--- src/rtl/fetch_decode_ctrl_if.sv ---
// fetch_decode_ctrl_if: fetch <-> IF/ID controller bundle (ins/current_address from fetch; stall/stall_pm/pc_mux_sel/jmp_loc to fetch)
interface fetch_decode_ctrl_if #(
   parameter int ADDR_W = 16
);
   logic [31:0]       ins;
   logic [ADDR_W-1:0] current_address;
   logic              stall;
   logic              stall_pm;
   logic              pc_mux_sel;
   logic [ADDR_W-1:0] jmp_loc;
   modport master (output ins, current_address, input stall, stall_pm, pc_mux_sel, jmp_loc);
   modport slave  (input ins, current_address, output stall, stall_pm, pc_mux_sel, jmp_loc);
endinterface

--- src/rtl/fetch_decode_ctrl.sv ---
// fetch_decode_ctrl: IF/ID register with load-use stall, J/JAL and EX branch redirect control; ports: clk, reset (sync, active high), fif (fetch bundle, slave), ex_branch_taken/ex_branch_target (EX redirect), id_ins/id_pc/id_valid (ID stage), stall_count (saturating hazard bubble count)
module fetch_decode_ctrl #(
   parameter int LOAD_USE_CYCLES = 1,
   parameter int ADDR_W          = 16
) (
   input  logic                clk,
   input  logic                reset,
   fetch_decode_ctrl_if.slave  fif,
   input  logic                ex_branch_taken,
   input  logic [ADDR_W-1:0]   ex_branch_target,
   output logic [31:0]         id_ins,
   output logic [ADDR_W-1:0]   id_pc,
   output logic                id_valid,
   output logic [15:0]         stall_count
);
   typedef enum logic {RUN, STALL} state_t;
   state_t            state_q, state_d;
   logic [2:0]        cnt_q, cnt_d;
   logic [ADDR_W-1:0] fetch_pc_q;
   logic [ADDR_W-1:0] id_pc_q, id_pc_d;
   logic [31:0]       id_ins_q, id_ins_d;
   logic              id_valid_q, id_valid_d;
   logic [15:0]       stall_count_q, stall_count_d;
   logic              uses_rt, hazard, jump, stall, bubble;
   always_comb begin
      uses_rt       = fif.ins[31:26] inside {6'b000000, 6'b000100, 6'b000101, 6'b101011};
      hazard        = state_q == RUN && id_valid_q && id_ins_q[31:26] == 6'b100011 && id_ins_q[20:16] != 5'd0 &&
                      (fif.ins[25:21] == id_ins_q[20:16] || (uses_rt && fif.ins[20:16] == id_ins_q[20:16]));
      // J (000010) and JAL (000011) share op[31:27]
      jump          = state_q == RUN && id_valid_q && id_ins_q[31:27] == 5'b00001;
      stall         = !ex_branch_taken && (hazard || state_q == STALL);
      bubble        = ex_branch_taken || stall || jump;
      id_ins_d      = bubble ? 32'd0 : fif.ins;
      id_pc_d       = bubble ? id_pc_q : fetch_pc_q;
      id_valid_d    = !bubble;
      stall_count_d = stall_count_q + 16'(stall && stall_count_q != 16'hFFFF);
      cnt_d         = ex_branch_taken ? 3'd0 : state_q == STALL ? cnt_q - 3'd1 : hazard ? 3'(LOAD_USE_CYCLES - 1) : cnt_q;
      // STALL exits on the edge where the remaining count reaches zero
      state_d       = ex_branch_taken ? RUN : state_q == STALL ? (cnt_q <= 3'd1 ? RUN : STALL) :
                      (hazard && LOAD_USE_CYCLES > 1) ? STALL : RUN;
      fif.stall      = stall;
      fif.stall_pm   = stall;
      fif.pc_mux_sel = ex_branch_taken || jump;
      fif.jmp_loc    = ex_branch_taken ? ex_branch_target : jump ? ADDR_W'(id_ins_q[15:0]) : '0;
   end
   always_ff @(posedge clk) begin
      if (reset) begin
         state_q       <= RUN;
         cnt_q         <= 3'd0;
         fetch_pc_q    <= '0;
         id_ins_q      <= 32'd0;
         id_pc_q       <= '0;
         id_valid_q    <= 1'b0;
         stall_count_q <= 16'd0;
      end else begin
         state_q       <= state_d;
         cnt_q         <= cnt_d;
         fetch_pc_q    <= fif.current_address;
         id_ins_q      <= id_ins_d;
         id_pc_q       <= id_pc_d;
         id_valid_q    <= id_valid_d;
         stall_count_q <= stall_count_d;
      end
   end
   assign id_ins      = id_ins_q;
   assign id_pc       = id_pc_q;
   assign id_valid    = id_valid_q;
   assign stall_count = stall_count_q;
endmodule
--- src/flat_wrapper.sv ---
// flat-port wrapper written by rule: the top's interface ports become plain ports
module fetch_decode_ctrl_flat 
#(
   parameter int LOAD_USE_CYCLES = 1,
   parameter int ADDR_W          = 16
)
  (clk, reset, ex_branch_taken, ex_branch_target, id_ins, id_pc, id_valid, stall_count, fif_ins, fif_current_address, fif_stall, fif_stall_pm, fif_pc_mux_sel, fif_jmp_loc);
  fetch_decode_ctrl_if #(.ADDR_W(ADDR_W)) fif_i ();
  input  logic clk;
  input  logic reset;
  input  logic ex_branch_taken;
  input  logic [ADDR_W-1:0] ex_branch_target;
  output logic [31:0] id_ins;
  output logic [ADDR_W-1:0] id_pc;
  output logic id_valid;
  output logic [15:0] stall_count;
  input wire logic [$bits(fif_i.ins)-1:0] fif_ins;
  input wire logic [$bits(fif_i.current_address)-1:0] fif_current_address;
  output wire logic [$bits(fif_i.stall)-1:0] fif_stall;
  output wire logic [$bits(fif_i.stall_pm)-1:0] fif_stall_pm;
  output wire logic [$bits(fif_i.pc_mux_sel)-1:0] fif_pc_mux_sel;
  output wire logic [$bits(fif_i.jmp_loc)-1:0] fif_jmp_loc;
  assign fif_i.ins = fif_ins;
  assign fif_i.current_address = fif_current_address;
  assign fif_stall = fif_i.stall;
  assign fif_stall_pm = fif_i.stall_pm;
  assign fif_pc_mux_sel = fif_i.pc_mux_sel;
  assign fif_jmp_loc = fif_i.jmp_loc;
  fetch_decode_ctrl #(.LOAD_USE_CYCLES(LOAD_USE_CYCLES), .ADDR_W(ADDR_W)) u_core (.clk(clk), .reset(reset), .fif(fif_i), .ex_branch_taken(ex_branch_taken), .ex_branch_target(ex_branch_target), .id_ins(id_ins), .id_pc(id_pc), .id_valid(id_valid), .stall_count(stall_count));
endmodule
--- config.mk ---
export PLATFORM = sky130hd
export DESIGN_NAME = fetch_decode_ctrl_flat
export DESIGN_NICKNAME = d
export VERILOG_FILES = /design/src/rtl/fetch_decode_ctrl_if.sv /design/src/rtl/fetch_decode_ctrl.sv /design/src/flat_wrapper.sv
export SDC_FILE = /design/constraint.sdc
export NUM_CORES = 1
export LEC_CHECK = 0
export BUFFER_PORTS_ARGS = -buffer_cell sky130_fd_sc_hd__clkbuf_2
export CAP_MARGIN = 20
export CORE_ASPECT_RATIO = 0.9
export CORE_UTILIZATION = 35
export DETAILED_ROUTE_END_ITERATION = 8
export GPL_ROUTABILITY_DRIVEN = 0
export HOLD_SLACK_MARGIN = 0.02
export SKIP_CTS_REPAIR_TIMING = 1
export SYNTH_ARGS = -nofsm -noshare
export SYNTH_HDL_FRONTEND = slang
export SYNTH_SLANG_ARGS = --single-unit
--- constraint.sdc ---
create_clock -name clk -period 3.3 [get_ports clk]
set_input_delay 0.66 -clock clk [delete_from_list [all_inputs] [get_ports clk]]
set_output_delay 0.66 -clock clk [all_outputs]
set_load 0.01 [all_outputs]
==> flow_summary.json, run 1 <==
{
  "status": "complete, no violations",
  "timing.fmax_mhz": 340.1,
  "ys_warn_count": 0,
  "critPathMaxStageDelay_ns": 0.57,
  "viasPerCell": 4.457,
  "clk_path_buf_depth": 2,
  "tritoncts": "yes",
  "power_density_nw_per_um2": 452.8,
  "fin_tns_setup_ns": 0,
  "cts.sinks": 85,
  "cts_made_buffers": 9,
  "firstDrtPassIters": 6,
  "synth_largest_type_area_fraction_pct": 51.69,
  "setup_slack_ns": 0.3596,
  "critPathTopFamily": "simple AND/OR/NAND/NOR gates",
  "clkTransAtPathRegs_ns": 0.08,
  "hold_path_class": "flip-flop to flip-flop",
  "nNetsFinal": 544,
  "peakVddDrop_mv": 0.2472,
  "max_cap_viol_count": 0,
  "synth_enable_flop_cells": 0,
  "port-buffer-count": 150,
  "final_global_route_overflow_total": 0,
  "worst_case_register_to_register_setup_slack_ns": 0.53,
  "chipWidth_um": 104.2,
  "first_pass_grt_wire_length_mm": 11.63,
  "cp_num_buf_inv": 2,
  "area_growth_pct": 32.54,
  "timing.hold.worst_path_depth": 2,
  "syn_area_per_cell_sq_um": 10.22,
  "data_arrival_at_the_endpoint_of_the_critical_path_ns": 2.28,
  "seq_area_frac_synth_pct": 51.69,
  "crit_type": "flip-flop to output pin",
  "layout_worst_path_cycle_share_pct": 89.10,
  "power.static_leakage_nw": 2.023,
  "final.setup_skew_ns": 0.01095,
  "report.final.hold_viol_count": 0,
  "remaining_drc_errors": 0,
  "worst-slew-pin-transition_ns": 0.5494,
  "yosys_register_bits": 85,
  "antenna-diode-count": 0,
  "first_iteration_detailed_routing_drc_count": 85,
  "dp_cells": 584,
  "via_count_of_the_first_global_routing_pass": 2437,
  "dp_hpwl_mm": 5.468,
  "chipHeight_um": 94.01,
  "cell_types_occupying_the_most_area_after_synthesis": "dfxtp_1, nand2b_1, and2_1, mux2i_1, a22o_1",
  "reg2reg_depth": 12,
  "crit_path_max_fanout": 6,
  "post_route_cells_drive_above_1_share_pct": 37.18,
  "clk-insertion-delay-late_ns": 0.34,
  "drt-wirelength-per-cell_um": 12.25,
  "worstPathCellList": "or4_1 -> o211ai_2 -> nor3_1 -> a221oi_4 -> buf_4 -> nor2_1 -> clkbuf_2",
  "capture_instance_of_the_worst_register_to_register_path": "u_core.stall_count[10]",
  "setup.worst_path.start_class": "flip-flop",
  "critical_path_end_type": "output pin",
  "synth_area_sq_um": 3292,
  "maxSlewViolCount": 0,
  "synth_area_leader_cell": "dfxtp_1",
  "globalRouteTotalUtil_pct": 15.24,
  "grt_start_max_net_pins": 67,
  "ys_types": 33,
  "vias": 2665,
  "source_of_the_worst_hold_timing_path": "u_core.fetch_pc_q[14]",
  "wl_mm": 7.325,
  "ys.flop_type": "dfxtp_1",
  "maxSlewHeadroom_pct": 63.38,
  "coreArea_sq_um": 9125,
  "pre_cts_ws_ns": 0.2845,
  "syn-num-nets": 393,
  "antenna_violations_before_repair": 0,
  "post-route-min-period_ns": 2.940,
  "io_pins": 151,
  "synthCells": 322,
  "design_power_total_mw": 1.975,
  "floorplan.die_area_sq_um": 9798,
  "async_reset_ff_share_pct": 0,
  "regToRegStartpoint": "u_core.state_q",
  "worst_hold_path.endpoint": "u_core.id_pc[14]",
  "grt_setup_unrepaired": "no",
  "final-setup-viol-count": 0,
  "starting_density_of_the_core_pct": 36.08,
  "fp-row-count": 33,
  "crit_path_top_delay_cell": "or4_1",
  "root_buffer": "clkbuf_8",
  "cts_max_level": 3,
  "detail-route-antenna-nets": 0,
  "finish.cell_count_without_fillers": 598,
  "cp.required_ns": 2.64
}
[worst max path at each step]
stage	start	endpoint	slack [ns]	cells past startpoint
2_1_floorplan	fif_ins[28]	u_core.stall_count[10]	0.67	12
3_3_place_gp	fif_ins[16]	u_core.stall_count[10]	0.35	13
3_5_place_dp	fif_ins[27]	u_core.stall_count[10]	0.28	13
4_1_cts	u_core.id_ins[16]	fif_stall_pm	0.32	7
5_1_grt	u_core.state_q	u_core.stall_count[10]	0.19	12
6_report	u_core.id_ins[16]	fif_stall_pm	0.36	7
[placed cells by master, fill, tap and decap left out, types with 2 or more instances in the layout]
| cell | Yosys | routed |
|---|---|---|
| a21oi_1 | 4 | 4 |
| a22o_1 | 16 | 16 |
| and2_1 | 32 | 32 |
| and3_1 | 2 | 2 |
| buf_4 | 2 | 5 |
| clkbuf_2 | 0 | 150 |
| clkbuf_8 | 0 | 10 |
| clkinv_2 | 0 | 2 |
| dfxtp_1 | 85 | 85 |
| ha_1 | 4 | 4 |
| inv_1 | 2 | 2 |
| mux2i_1 | 17 | 17 |
| nand2_1 | 10 | 10 |
| nand2b_1 | 33 | 33 |
| nand3_1 | 10 | 10 |
| nand4_1 | 2 | 2 |
| nor2_1 | 21 | 21 |
| nor2b_1 | 20 | 20 |
| nor3_1 | 8 | 7 |
| o21ai_0 | 4 | 4 |
| or3_1 | 3 | 3 |
| xnor2_1 | 9 | 9 |
| xor2_1 | 13 | 13 |
[worst min-delay path, cell delays in order (launching register included)]
cell and delay (ns):
dfxtp_1 0.30, nand2b_1 0.06, mux2i_1 0.06
[per-layer routing]
metal	GRT usage (%)	share of wire, %	wire length [um]	vias up
li1	-	-	-	1369
met1	17.62	44	3241	1194
met2	27.22	49	3580	96
met3	4.092	6.0	441	6
met4	5.357	0.83	61	0
met5	0	0	0	-
[where the power goes]
| part | leakage, nW | switching [mW] | total [mW] | internal, mW |
|---|---|---|---|---|
| Clock | 0.0984 | 0.344 | 0.706 | 0.363 |
| Combinational | 1.23 | 0.0899 | 0.191 | 0.101 |
| Sequential | 0.696 | 0.0179 | 1.08 | 1.06 |
| Total | 2.02 | 0.452 | 1.98 | 1.52 |
[flip-flops by register name, summed over array words and instances (netlist names)]
name                cells
u_core.state_q          1
u_core.cnt_q            3
u_core.id_valid         1
u_core.fetch_pc_q      16
u_core.stall_count     16
u_core.id_pc           16
u_core.id_ins          32
[synth_stat cells, types with 3 or more instances]
cell / n
a21oi_1: 4
nand2b_1: 33
dfxtp_1: 85
nor2_1: 21
buf_2: 3
ha_1: 4
a22o_1: 16
and2_1: 32
xnor2_1: 9
nor3_1: 8
mux2i_1: 17
nor2b_1: 20
xor2_1: 13
clkbuf_1: 10
o21ai_0: 4
nand3_1: 10
nand2_1: 10
or3_1: 3
[stage by stage]
| stage | hold slack [ns] | utilization, % | instance area (sq um) |
|---|---|---|---|
| 2_1_floorplan | 0.4376 | - | 3292 |
| 3_3_place_gp | 0.4407 | 45.77 | 4177 |
| 3_5_place_dp | 0.4486 | 45.77 | 4177 |
| 4_1_cts | 0.4548 | 47.81 | 4363 |
| 5_1_grt | 0.4709 | 47.81 | 4363 |
| 6_report | 0.4540 | 47.81 | 4363 |
[layout make-up]
cell class	count	area, sq um
inverter	2	7.507
sequential	85	1702
clock inverter	4	48.80
timing repair buffer	156	808.3
clock buffer	10	137.6
fill	877	4762
multi-input combinational	219	1506
tap	122	152.6
[logic make-up (layout without fill, tap and decap cells)]
kind of cell / after synthesis / after routing / share of synthesized area [%]
buffers and inverters: 18 / 172 / 2.889
and+or+nand+nor: 149 / 149 / 26.00
adders and majority gates: 4 / 4 / 1.520
muxes: 17 / 17 / 5.169
DFF: 85 / 85 / 51.69
AOI/OAI and AO/OA: 27 / 27 / 6.880
xor gates and xnor gates: 22 / 22 / 5.853
Power figures use the tool's default switching activity.
==> run 2: changes to the inputs <==
--- a/config.mk
+++ b/config.mk
@@ -5,11 +5,11 @@
 export SDC_FILE = /design/constraint.sdc
 export NUM_CORES = 1
 export LEC_CHECK = 0
-export BUFFER_PORTS_ARGS = -buffer_cell sky130_fd_sc_hd__clkbuf_2
 export CAP_MARGIN = 20
 export CORE_ASPECT_RATIO = 0.9
 export CORE_UTILIZATION = 35
 export DETAILED_ROUTE_END_ITERATION = 8
+export DONT_BUFFER_PORTS = 1
 export GPL_ROUTABILITY_DRIVEN = 0
 export HOLD_SLACK_MARGIN = 0.02
 export SKIP_CTS_REPAIR_TIMING = 1
==> constraint.sdc (replaced) <==
create_clock -name clk -period 3.4 [get_ports clk]
set_input_delay 0.68 -clock clk [delete_from_list [all_inputs] [get_ports clk]]
set_output_delay 0.68 -clock clk [all_outputs]
set_load 0.01 [all_outputs]
==> run 2 against run 1 <==
  * Clock skew up 0.00059 ns
  * Register-to-register slack better by 0.06 ns
  * Worst setup slack better by 0.068 ns
  * Wire length shrank 6.2%
  * Via count shrank 18%
  * Sequential share of layout area up 8.3 points
  * Combinational power fell by 54%
  * Hold slack worse by 0.051 ns
  * Critical path type unchanged
  * Critical endpoint is now fif_stall
  * Largest power group unchanged
==> flow_summary.json, run 2 (synthesis gave the netlist of run 1 again) <==
{
  "power.static_leakage_nw": 1.347,
  "maxSlewHeadroom_pct": 67.53,
  "crit_path_max_fanout": 6,
  "data_arrival_at_the_endpoint_of_the_critical_path_ns": 2.29,
  "maxSlewViolCount": 0,
  "source_of_the_worst_hold_timing_path": "ex_branch_taken",
  "floorplan.die_area_sq_um": 9798,
  "nNetsFinal": 392,
  "vias": 2197,
  "timing.fmax_mhz": 336.4,
  "reg2reg_depth": 12,
  "worst_case_register_to_register_setup_slack_ns": 0.59,
  "critPathMaxStageDelay_ns": 0.59,
  "chipWidth_um": 104.2,
  "first_pass_grt_wire_length_mm": 10.65,
  "max_cap_viol_count": 0,
  "hold_path_class": "input port to flip-flop",
  "worstPathCellList": "or4_1 -> o211ai_2 -> nor3_1 -> a221oi_4 -> buf_4 -> nor2_1",
  "post-route-min-period_ns": 2.973,
  "area_growth_pct": 9.274,
  "crit_type": "flip-flop to output pin",
  "capture_instance_of_the_worst_register_to_register_path": "u_core.stall_count[12]",
  "postLayoutCellArea_sq_um": 3597,
  "clk_path_buf_depth": 2,
  "cts_made_buffers": 9,
  "fp-row-count": 33,
  "root_buffer": "clkbuf_8",
  "report.final.hold_viol_count": 0,
  "clkTransAtPathRegs_ns": 0.09,
  "tritoncts": "yes",
  "drt-wirelength-per-cell_um": 15.38,
  "remaining_drc_errors": 0,
  "globalRouteTotalUtil_pct": 14.02,
  "timing.hold.worst_path_depth": 1,
  "viasPerCell": 4.915,
  "clk-insertion-delay-late_ns": 0.35,
  "final.setup_skew_ns": 0.01154,
  "peakVddDrop_mv": 0.2294,
  "regToRegStartpoint": "u_core.id_ins[16]",
  "cp.required_ns": 2.72,
  "most_common_cell_after_layout_fill_and_taps_aside": "dfxtp_1",
  "wl_mm": 6.873,
  "antenna_violations_before_repair": 0,
  "setup.worst_path.start_class": "flip-flop",
  "power_density_nw_per_um2": 517.6,
  "largest_register_ffs": 32,
  "worst_hold_path.endpoint": "u_core.cnt_q[1]",
  "crit_path_top_delay_cell": "or4_1",
  "final-setup-viol-count": 0,
  "via_count_of_the_first_global_routing_pass": 2054,
  "layout.cells.most_common_list": "dfxtp_1, nand2b_1, and2_1",
  "cts_max_level": 3,
  "layout.filler_cells": 903,
  "grt_setup_unrepaired": "no",
  "layout_worst_path_cycle_share_pct": 87.43,
  "port-buffer-count": 0,
  "post_route_cells_drive_above_1_share_pct": 8.000,
  "io_pins": 151,
  "starting_density_of_the_core_pct": 36.08,
  "critical_path_end_type": "output pin",
  "chipHeight_um": 94.01,
  "detailed_place.area_sq_um": 3398,
  "detail-route-antenna-nets": 0,
  "fin_tns_setup_ns": 0,
  "worst-slew-pin-transition_ns": 0.4834,
  "grt_start_max_net_pins": 68,
  "dp_hpwl_mm": 4.810,
  "status": "complete, no violations",
  "coreArea_sq_um": 9125,
  "firstDrtPassIters": 4,
  "cp_num_buf_inv": 1,
  "final_global_route_overflow_total": 0,
  "cts.sinks": 85,
  "critPathTopFamily": "simple AND/OR/NAND/NOR gates",
  "antenna-diode-count": 0,
  "first_iteration_detailed_routing_drc_count": 89
}
## run 2: stage by stage
| stage | utilization (%) | setup WS (ns) | power [mW] | hold WS (ns) | instances |
|---|---|---|---|---|---|
| final | 39.42 | 0.4273 | 1.862 | 0.4034 | 447 |
| after global routing | 39.42 | 0.3028 | 1.943 | 0.3641 | 447 |
| after CTS | 39.42 | 0.4006 | 1.901 | 0.3728 | 447 |
| after detailed placement | 37.24 | 0.5219 | 1.174 | 0.4473 | 432 |
| after global placement | 37.24 | 0.5500 | 1.170 | 0.4392 | 432 |
| after floorplan | - | 0.7501 | 1.168 | 0.4376 | 322 |
## run 2: layout make-up
| class | count | area, sq um | area share (%) |
|---|---|---|---|
| flip-flops and latches | 85 | 1702 | 47.30 |
| clock buffers | 10 | 137.6 | 3.826 |
| multi-input cells | 219 | 1506 | 41.88 |
| repair buffers | 4 | 30.03 | 0.8348 |
| well taps | 122 | 152.6 | 4.243 |
| inverters | 2 | 7.507 | 0.2087 |
| clock inverters | 5 | 61.31 | 1.704 |
## run 2: worst max-delay path by stage
stage               depth (start not counted)         startpoint                endpoint
floorplan                                  12        fif_ins[28]  u_core.stall_count[10]
global placement                           12        fif_ins[16]  u_core.stall_count[10]
detailed placement                         12        fif_ins[16]  u_core.stall_count[10]
CTS                                         6  u_core.id_ins[16]               fif_stall
global route                                6     u_core.state_q               fif_stall
finish                                      6  u_core.id_ins[16]               fif_stall
## run 2: routing by layer
layer  GRT usage, %  share of wire, %  vias to the layer above
li1               -                 -                     1065
met1          15.55                43                     1017
met4          5.119               1.7                        0
met2          24.06                48                      104
met5              0                 0                        -
met3          5.964               7.7                       11
## run 2: report_power, final
part	internal, mW	total, mW	switching, mW
logic	0.0485	0.0872	0.0387
clock network	0.357	0.713	0.357
registers	1.03	1.06	0.0323
total	1.43	1.86	0.428
==> run 3: changes to the inputs <==
--- a/config.mk
+++ b/config.mk
@@ -12,6 +12,7 @@
 export DONT_BUFFER_PORTS = 1
 export GPL_ROUTABILITY_DRIVEN = 0
 export HOLD_SLACK_MARGIN = 0.02
+export RECOVER_POWER = 100
 export SKIP_CTS_REPAIR_TIMING = 1
 export SYNTH_ARGS = -nofsm -noshare
 export SYNTH_HDL_FRONTEND = slang
==> run 3 against run 2 <==
  * Core utilization decreased by 0.38 points
  * Wire length about the same
  * Clock power is essentially flat
  * Global-route usage is the same
  * Sequential power about the same
  * Worst setup slack got worse by 0.043 ns
  * Combinational power decreased by 2.9%
  * Hold slack improved by 0.00090 ns
  * Critical path type unchanged
  * Critical endpoint unchanged
  * Largest power group unchanged
  * Highest routed layer unchanged
==> flow_summary.json, run 3 (synthesis gave the netlist of run 1 again) <==
{
  "root_buffer": "clkbuf_8",
  "maxSlewHeadroom_pct": 46.22,
  "dp_cells": 432,
  "max_cap_viol_count": 0,
  "grt_use_met2_pct": 24.06,
  "via_count_of_the_first_global_routing_pass": 2054,
  "capture_instance_of_the_worst_register_to_register_path": "u_core.id_pc[5]",
  "chipWidth_um": 104.2,
  "globalRouteTotalUtil_pct": 14.02,
  "largest_register_ffs": 32,
  "setup.worst_path.start_class": "flip-flop",
  "final_global_route_overflow_total": 0,
  "detailed_place.area_sq_um": 3398,
  "cp.required_ns": 2.72,
  "detail-route-antenna-nets": 0,
  "worst-slew-pin-transition_ns": 0.8068,
  "power.combinational.fraction_pct": 4.6,
  "layout.cells.most_common_list": "dfxtp_1, nand2b_1, and2_1",
  "grtUsageMet1_pct": 15.55,
  "reg2reg_depth": 8,
  "tritoncts": "yes",
  "power.static_leakage_nw": 1.322,
  "clkTransAtPathRegs_ns": 0.09,
  "dp_hpwl_mm": 4.810,
  "worst_hold_path.endpoint": "u_core.cnt_q[1]",
  "regToRegStartpoint": "u_core.id_ins[16]",
  "final-setup-viol-count": 0,
  "post-route-min-period_ns": 3.015,
  "firstDrtPassIters": 4,
  "nNetsFinal": 392,
  "crit_type": "flip-flop to output pin",
  "most_common_cell_after_layout_fill_and_taps_aside": "dfxtp_1",
  "grt_start_max_net_pins": 68,
  "floorplan.die_area_sq_um": 9798,
  "post_route_cells_drive_above_1_share_pct": 6.462,
  "postLayoutCellArea_sq_um": 3562,
  "starting_density_of_the_core_pct": 36.08,
  "maxSlewViolCount": 0,
  "critical_path_end_type": "output pin",
  "worst_case_register_to_register_setup_slack_ns": 0.42,
  "antenna-diode-count": 0,
  "grt_setup_unrepaired": "no",
  "source_of_the_worst_hold_timing_path": "ex_branch_taken",
  "remaining_drc_errors": 0,
  "layout_worst_path_cycle_share_pct": 88.69,
  "switching_share_pct": 22.86,
  "hold_path_class": "input port to flip-flop",
  "power.sequential.fraction_pct": 57.2,
  "drt-wirelength-per-cell_um": 15.37,
  "power_density_nw_per_um2": 521.3,
  "port-buffer-count": 0,
  "gr-usage-met3_pct": 5.964,
  "intPower_mw": 1.432,
  "timing.hold.worst_path_depth": 1,
  "cts.sinks": 85,
  "timing.fmax_mhz": 331.6,
  "vias": 2187,
  "viasPerCell": 4.893,
  "switching_power_total_uw": 424.5,
  "crit_path_max_fanout": 6,
  "holdWs_ns": 0.4043,
  "wl_mm": 6.870,
  "area_growth_pct": 8.210,
  "fp-row-count": 33,
  "data_arrival_at_the_endpoint_of_the_critical_path_ns": 2.34,
  "grt.busiest_layer": "met2",
  "cts_made_buffers": 9,
  "final.setup_skew_ns": 0.01079,
  "clk_path_buf_depth": 2,
  "coreArea_sq_um": 9125,
  "clk-insertion-delay-late_ns": 0.34,
  "first_pass_grt_wire_length_mm": 10.65,
  "power_frac_clock_pct": 38.3,
  "antenna_violations_before_repair": 0,
  "finish.cell_count_without_fillers": 447,
  "status": "complete, no violations",
  "chipHeight_um": 94.01,
  "first_iteration_detailed_routing_drc_count": 108,
  "report.final.hold_viol_count": 0,
  "peakVddDrop_mv": 0.2294,
  "cts_max_level": 3,
  "fin_util_pct": 39.04,
  "io_pins": 151,
  "fin_tns_setup_ns": 0,
  "timing.critical_path.from": "u_core.id_ins[16]"
}
==> run 3: final cells by class <==
class / instances / area, sq um
Fill cell: 908 / 5563
Multi-Input combinational cell: 219 / 1480
Clock inverter: 5 / 61.31
Timing Repair Buffer: 4 / 21.27
Tap cell: 122 / 152.6
Inverter: 2 / 7.507
Clock buffer: 10 / 137.6
Sequential cell: 85 / 1702
==> run 3: power by group through the flow <==
stage          combinational, mW  clock [mW]  sequential, mW
5_1_grt                   0.0927       0.783            1.07
4_1_cts                   0.0887       0.750            1.06
3_3_place_gp              0.0854           0            1.09
6_report                  0.0847       0.711            1.06
2_1_floorplan             0.0897           0            1.08
3_5_place_dp              0.0885           0            1.09
==> run 3: worst max-delay path by stage <==
stage / cells past startpoint / endpoint / slack [ns]
after floorplan: 12 / u_core.stall_count[10] / 0.75
after global routing: 8 / u_core.id_pc[0] / 0.19
after detailed placement: 12 / u_core.stall_count[10] / 0.52
after CTS: 6 / fif_stall / 0.40
final: 6 / fif_stall / 0.38
after global placement: 12 / u_core.stall_count[10] / 0.55
==> run 3: per-stage QoR <==
step,setup WS (ns),power [mW]
floorplan,0.7501,1.168
global placement,0.5500,1.170
detailed placement,0.5219,1.174
CTS,0.4006,1.901
global route,0.1923,1.941
finish,0.3846,1.857
==> run 3: worst max-delay path: stages (launching register included) <==
cell and delay [ns]:
dfxtp_1 0.38, or4_1 0.57, o211ai_1 0.24, nor3_1 0.12, a221oi_4 0.36, buf_4 0.21, nor2_1 0.12
==> run 3: metal layers <==
| layer | routed length, um | part of all wire, % |
|---|---|---|
| met1 | 2921 | 43 |
| met2 | 3327 | 48 |
| met3 | 505 | 7.4 |
| met4 | 115 | 1.7 |
| met5 | 0 | 0 |
